==> src/rtl/sdf_stage_ctrl.sv <==
// sdf_stage_ctrl: sequencing controller for one radix-2 SDF FFT stage.
// Ports:
//   clk, rst     clock (rising edge), asynchronous active-high reset
//   in_valid     input sample present
//   in_last      final sample of the final frame (qualified by in_valid)
//   in_ready     input accepted this cycle (low only while draining)
//   shift_en     delay line / datapath advance on this edge
//   bf_sel       1 = butterfly, 0 = pass input into delay line
//   out_sel      1 = output is butterfly sum, 0 = delay-line head
//   drain        feed zero into the delay line
//   tw_addr      twiddle ROM address for the current output
//   tw_en        twiddle multiply applies to the current output
//   out_valid    datapath output valid
//   frame_done   pulse on the last output of each frame
//   err          pulse on a misplaced in_last
module sdf_stage_ctrl #(
   parameter int N_HALF     = 64,
   parameter int LOG_N_HALF = 6,
   parameter int TW_AW      = 8,
   parameter int TW_STRIDE  = 1
) (
   input  logic             clk,
   input  logic             rst,
   input  logic             in_valid,
   input  logic             in_last,
   output logic             in_ready,
   output logic             shift_en,
   output logic             bf_sel,
   output logic             out_sel,
   output logic             drain,
   output logic [TW_AW-1:0] tw_addr,
   output logic             tw_en,
   output logic             out_valid,
   output logic             frame_done,
   output logic             err
);
   typedef enum logic [1:0] {IDLE, RUN, DRAIN} state_t;
   localparam logic [LOG_N_HALF:0] HALF    = (LOG_N_HALF+1)'(N_HALF);
   localparam logic [LOG_N_HALF:0] HALF_M1 = (LOG_N_HALF+1)'(N_HALF-1);
   localparam logic [LOG_N_HALF:0] CNT_END = '1;
   state_t                state, state_nxt;
   logic [LOG_N_HALF:0]   cnt, cnt_nxt;
   logic                  primed, primed_nxt;
   logic                  acc, step, at_hm1, last_ok;
   always_ff @(posedge clk or posedge rst)
      if (rst) begin
         state  <= IDLE;
         cnt    <= '0;
         primed <= 1'b0;
      end else begin
         state  <= state_nxt;
         cnt    <= cnt_nxt;
         primed <= primed_nxt;
      end
   always_comb begin
      in_ready   = state != DRAIN;
      // gating with rst keeps every output quiet while reset is held
      acc        = !rst && in_valid && in_ready;
      step       = acc || state == DRAIN;
      at_hm1     = cnt == HALF_M1;
      last_ok    = state == RUN && cnt == CNT_END;
      shift_en   = step;
      bf_sel     = step && cnt[LOG_N_HALF];
      out_sel    = cnt[LOG_N_HALF];
      drain      = state == DRAIN;
      out_valid  = step && (primed || cnt == HALF) && state != IDLE;
      tw_en      = out_valid && !cnt[LOG_N_HALF];
      tw_addr    = tw_en ? TW_AW'(cnt[LOG_N_HALF-1:0] * TW_STRIDE) : '0;
      frame_done = out_valid && at_hm1;
      err        = acc && in_last && !last_ok;
      state_nxt  = state;
      cnt_nxt    = step ? cnt + 1'b1 : cnt;
      primed_nxt = primed || (step && at_hm1);
      if (state == IDLE && acc)
         state_nxt = RUN;
      if (acc && in_last && last_ok)
         state_nxt = DRAIN;
      if (state == DRAIN && at_hm1) begin
         state_nxt  = IDLE;
         cnt_nxt    = '0;
         primed_nxt = 1'b0;
      end
   end
endmodule

==> config.mk <==
export PLATFORM = sky130hd
export DESIGN_NAME = sdf_stage_ctrl
export DESIGN_NICKNAME = d
export VERILOG_FILES = /design/src/rtl/sdf_stage_ctrl.sv
export SDC_FILE = /design/constraint.sdc
export NUM_CORES = 1
export LEC_CHECK = 0
export BUFFER_PORTS_ARGS = -buffer_cell sky130_fd_sc_hd__buf_2
export CAP_MARGIN = 40
export CORE_MARGIN = 8
export CORE_UTILIZATION = 25
export DETAILED_ROUTE_END_ITERATION = 16
export GPL_TIMING_DRIVEN = 0
export SLEW_MARGIN = 15
export SYNTH_ARGS = -nofsm -noshare
export SYNTH_HDL_FRONTEND = slang
export SYNTH_SLANG_ARGS = --single-unit
==> constraint.sdc <==
create_clock -name clk -period 2 [get_ports clk]
set_clock_uncertainty 0.1 [all_clocks]
set_input_delay 0.2 -clock clk [delete_from_list [all_inputs] [get_ports clk]]
set_output_delay 0.2 -clock clk [all_outputs]
set_load 0.005 [all_outputs]
* After elaboration in Yosys (flattened, before gate mapping) *
Index checks and enable logic that the tools add are counted.

word-level totals
  flip-flop bits (word level) = 10
  latch bits = 0
  bits in writable memories = 0
  ROM bits = 0
  bits of input ports = 4
  output and inout bits = 17
  word-level logic and storage cells = 41
  memories = 0

operators by class
  $add $sub $neg = 1
  multipliers = 0
  divide/modulo/power cells = 0
  order comparisons = 0
  eq/ne operators = 6
  shift operators = 0
  muxes and demuxes = 7
  bitwise gates (word level) = 0
  reductions and logical operators = 24

operator list
  operator                                       count
  == test 7 bit, second input constant           2
  logical AND 1 bit                              14
  two-way mux 7 bit                              2
  adder 7 x 1 -> 7 bit, second input constant    1
  == test 7 x 6 -> 1 bit, second input constant  1
  two-way mux 2 bit                              3
  two-way mux 6 bit                              1
  nonzero test 2 bit                             2
  logical NOT 1 bit                              3
  logical OR 1 bit                               3
  nonzero test 3 bit                             1
  == test 2 x 1 -> 1 bit, second input constant  1
  == test 2 bit, second input constant           1
  logical NOT 2 bit                              1
  inequality test 2 bit, second input constant   1
  two-way mux 1 bit                              1

* Longest topological paths before layout *
  depth after elaboration = 8
  depth in mapped cells = 6
  depth with buffers taken out = 6

* Worst setup path after synthesis *
Ideal clock, no wire load.

  path kind = register to output
  start point = register cnt[1]
  end point = output err
  arrival time = 1.261 ns
  data required time = 1.700 ns
  slack = 0.439 ns
  stages on the path, launching flop included = 6
  cells stage by stage = dfrtp_1 -> ha_1 -> nand3_2 -> or2_4 -> nor3b_1 -> a21oi_1

on the way
  longest elaborated chain between the ends = 4

RTL lines
  item                    RTL line  source
  from (decl)             42        logic [LOG_N_HALF:0] cnt, cnt_nxt;
  from (signal assigned)  52        cnt <= cnt_nxt;
  == test 7 bit           61        last_ok = state == RUN && cnt == CNT_END;
  logical AND 1 bit       61
  logical NOT 1 bit       70        err = acc && in_last && !last_ok;
  logical AND 1 bit       70
  to (decl)               35        output logic err

Every way passes these cells.

* Worst setup path after layout *
  start point = register cnt[0]
  end point = output err

Same word-level chain as after synthesis.

==> flow_summary.yaml <==
grt:
  grt-ovfl-total: 0
  grt_usage_pct: 7.950
  antenna_found_initial: 0
  grt_start_max_net_pins: 11
  grt_pass1_wl_um: 2739
  grt_pass1_vias: 583
power_and_ir_drop:
  power.total_mw: 1.321
  p_leak_nw: 0.4517
  power_density_nw_per_um2: 1439
  irDropWorstVdd_mv: 0.6254
final_layout:
  fillers: 271
  fin_nets: 114
  multi_input_area_sq_um: 394.1
  finalNonFillerCells: 137
  regArea_sq_um: 252.7
  drive_gt1_share_pct: 42.06
  area_growth_syn_to_layout_pct: 39.81
  utilization_pct: 37.07
  antenna-diode-count: 0
die:
  core_area_sq_um: 2477
  pin_count: 21
  die_area_sq_um: 4524
  rows: 18
  fp.dieH_um: 67.26
  initial_core_util_pct: 26.52
  die_w_um: 67.26
critical_path:
  critPathCaptureType: "primary output"
  startpoint_type: "flip-flop"
  startpoint: "cnt[0]$_DFFE_PP0P_"
  r2r_slack_ps: 300
  crit_path_end: "err"
  cp_max_fo: 5
  cp_data_required_time_ps: 1700
  r2r-start: "cnt[0]$_DFFE_PP0P_"
  worstPathArrival_ps: 1610
  reg2reg_depth: 6
  path_class: "reg -> out"
  r2r-end: "cnt[6]$_DFFE_PP0P_"
yosys:
  synth_edf_count: 0
  async_reset_ff_share_pct: 100.0
  synth_area_per_cell_sq_um: 8.643
  synth_area_leaders: "dfrtp_1 (38%), and2_1 (6.7%), a21oi_1 (4.6%)"
  synth.distinct_cells: 34
  yosysMostFrequentCell: "dfrtp_1"
  yosysSeqAreaShare_pct: 38.10
  syn_inst: 76
  syn-cell-area_sq_um: 656.9
  synth_warnings: 0
  ys.flop_type: "dfrtp_1"
  ys_seq_elements: 10
  yosys.area.top_type: "dfrtp_1"
  yosysTopAreaCellShare_pct: 38.10
  synth_common_cells: "dfrtp_1 (10), nor2_1 (8), and2_1 (7)"
run_status:
  status: "complete, no violations"
place:
  dpl.hpwl_um: 1254
  place.gp.congestion: 0.7818
  port_buffers: 18
  dp.cells: 125
detailed_routing:
  drtIter0Drc: 30
  drc_errors: 0
  ant_nets: 0
  vias: 619
  wire_per_inst_um: 12.35
  via_per_inst: 4.518
  drt-total-wl_um: 1692
  dr.pass1.iters: 4
sta:
  drv_slew: 0
  finalCriticalPeriod_ps: 1911
  period_share_pct: 95.57
  fmax_ghz: 0.5232
  setup_viol: 0
  hold_violations: 0
  rsz0062_at_grt: "true"
  tns_ps: 0
clock_tree:
  cts_made_buffers: 3
  clock-sinks: 10
  clk_pin_slew_worst_paths_ps: 80
  cts_buffer_depth: 2
  cts_root_buf: "clkbuf_4"
  cts_tree: "done"
  cts.htree.levels: 1
  clock_latency_ps: 270
job:
  cap_violations: 0
hold_path:
  hp-class: "in -> reg"
  hp-start: "in_last"
[power breakdown]
group / leakage, nW / switching, mW / internal [mW]
Sequential: 0.116 / 0.135 / 0.303
Clock: 0.0210 / 0.0780 / 0.110
Combinational: 0.314 / 0.337 / 0.358
Total: 0.452 / 0.550 / 0.771
[worst min path at each step]
stage,end,cells after the start
floorplan,cnt[0]$_DFFE_PP0P_,1
global placement,primed$_DFF_PP0_,2
detailed placement,primed$_DFF_PP0_,2
CTS,state[1]$_DFFE_PP0P_,3
global route,state[1]$_DFFE_PP0P_,3
finish,state[1]$_DFFE_PP0P_,3
[cell usage in the layout, fill, tap and decap left out, types with 2 or more instances in the layout]
| master | n |
|---|---|
| and2_1 | 7 |
| o21ai_0 | 2 |
| nand3_1 | 2 |
| clkbuf_4 | 3 |
| inv_2 | 2 |
| conb_1 | 2 |
| dfrtp_2 | 2 |
| inv_1 | 4 |
| buf_4 | 10 |
| dfrtp_1 | 8 |
| nor2b_1 | 2 |
| buf_2 | 18 |
| a21oi_1 | 5 |
| xnor2_1 | 2 |
| nand2_1 | 6 |
| nor2_1 | 8 |
[cell type report]
class                      count  share of cell area [%]
tap                           30                   4.087
sequential                    10                   27.52
multi-input combinational     58                   42.92
buffer                         2                   1.635
inverter                       6                   2.452
clock buffer                   4                   3.951
timing repair buffer          27                   17.44
[state kept, by name, indices dropped and copies added (netlist names)]
signal  flops
primed      1
state       2
cnt         7
[through the flow]
stage / worst slack (ps) / hold slack (ps) / cell area (sq um)
6_report: 88.62 / 144.2 / 918.4
2_1_floorplan: 439.5 / -59.82 / 660.6
3_5_place_dp: 177.7 / 138.6 / 788.3
4_1_cts: 26.34 / 146.8 / 879.6
5_1_grt: -36.28 / 141.4 / 918.4
3_3_place_gp: 199.8 / 116.4 / 788.3
[worst max-delay path: stages, from the launching register on]
cell and delay [ps]:
dfrtp_1 360, ha_2 210, nand3_4 100, or2_4 270, nor3b_2 190, a21oi_1 80, buf_2 130
[routing by layer]
| layer | share of wire, % | global-route usage, % | up-vias | wire length, um |
|---|---|---|---|---|
| li1 | - | - | 316 | - |
| met1 | 45 | 9.770 | 284 | 755 |
| met2 | 46 | 11.83 | 17 | 782 |
| met3 | 8.2 | 3.642 | 2 | 138 |
| met4 | 0.95 | 3.133 | 0 | 16 |
| met5 | 0 | 0 | - | 0 |
[cell families (layout without fill, tap and decap cells)]
kind of cell | after synthesis | in the layout | synth area share (%)
simple gates | 39 | 39 | 36.38
compound gates | 12 | 12 | 10.86
flops | 10 | 10 | 38.10
buf+inv | 9 | 39 | 6.284
xor+xnor | 3 | 3 | 4.001
fa+ha+maj | 2 | 2 | 3.809
other cells | 1 | 2 | 0.5709
[timing repair]
action                                  4_1_cts  5_1_grt
gates cloned                                  0        0
endpoints found under the setup margin        9       10
resized for setup                             3        4
endpoints found under the hold margin        10        0
setup buffers                                 4        4
hold buffers                                  1        0
pin swaps                                     1        2
(Power assumes the default switching activity.)
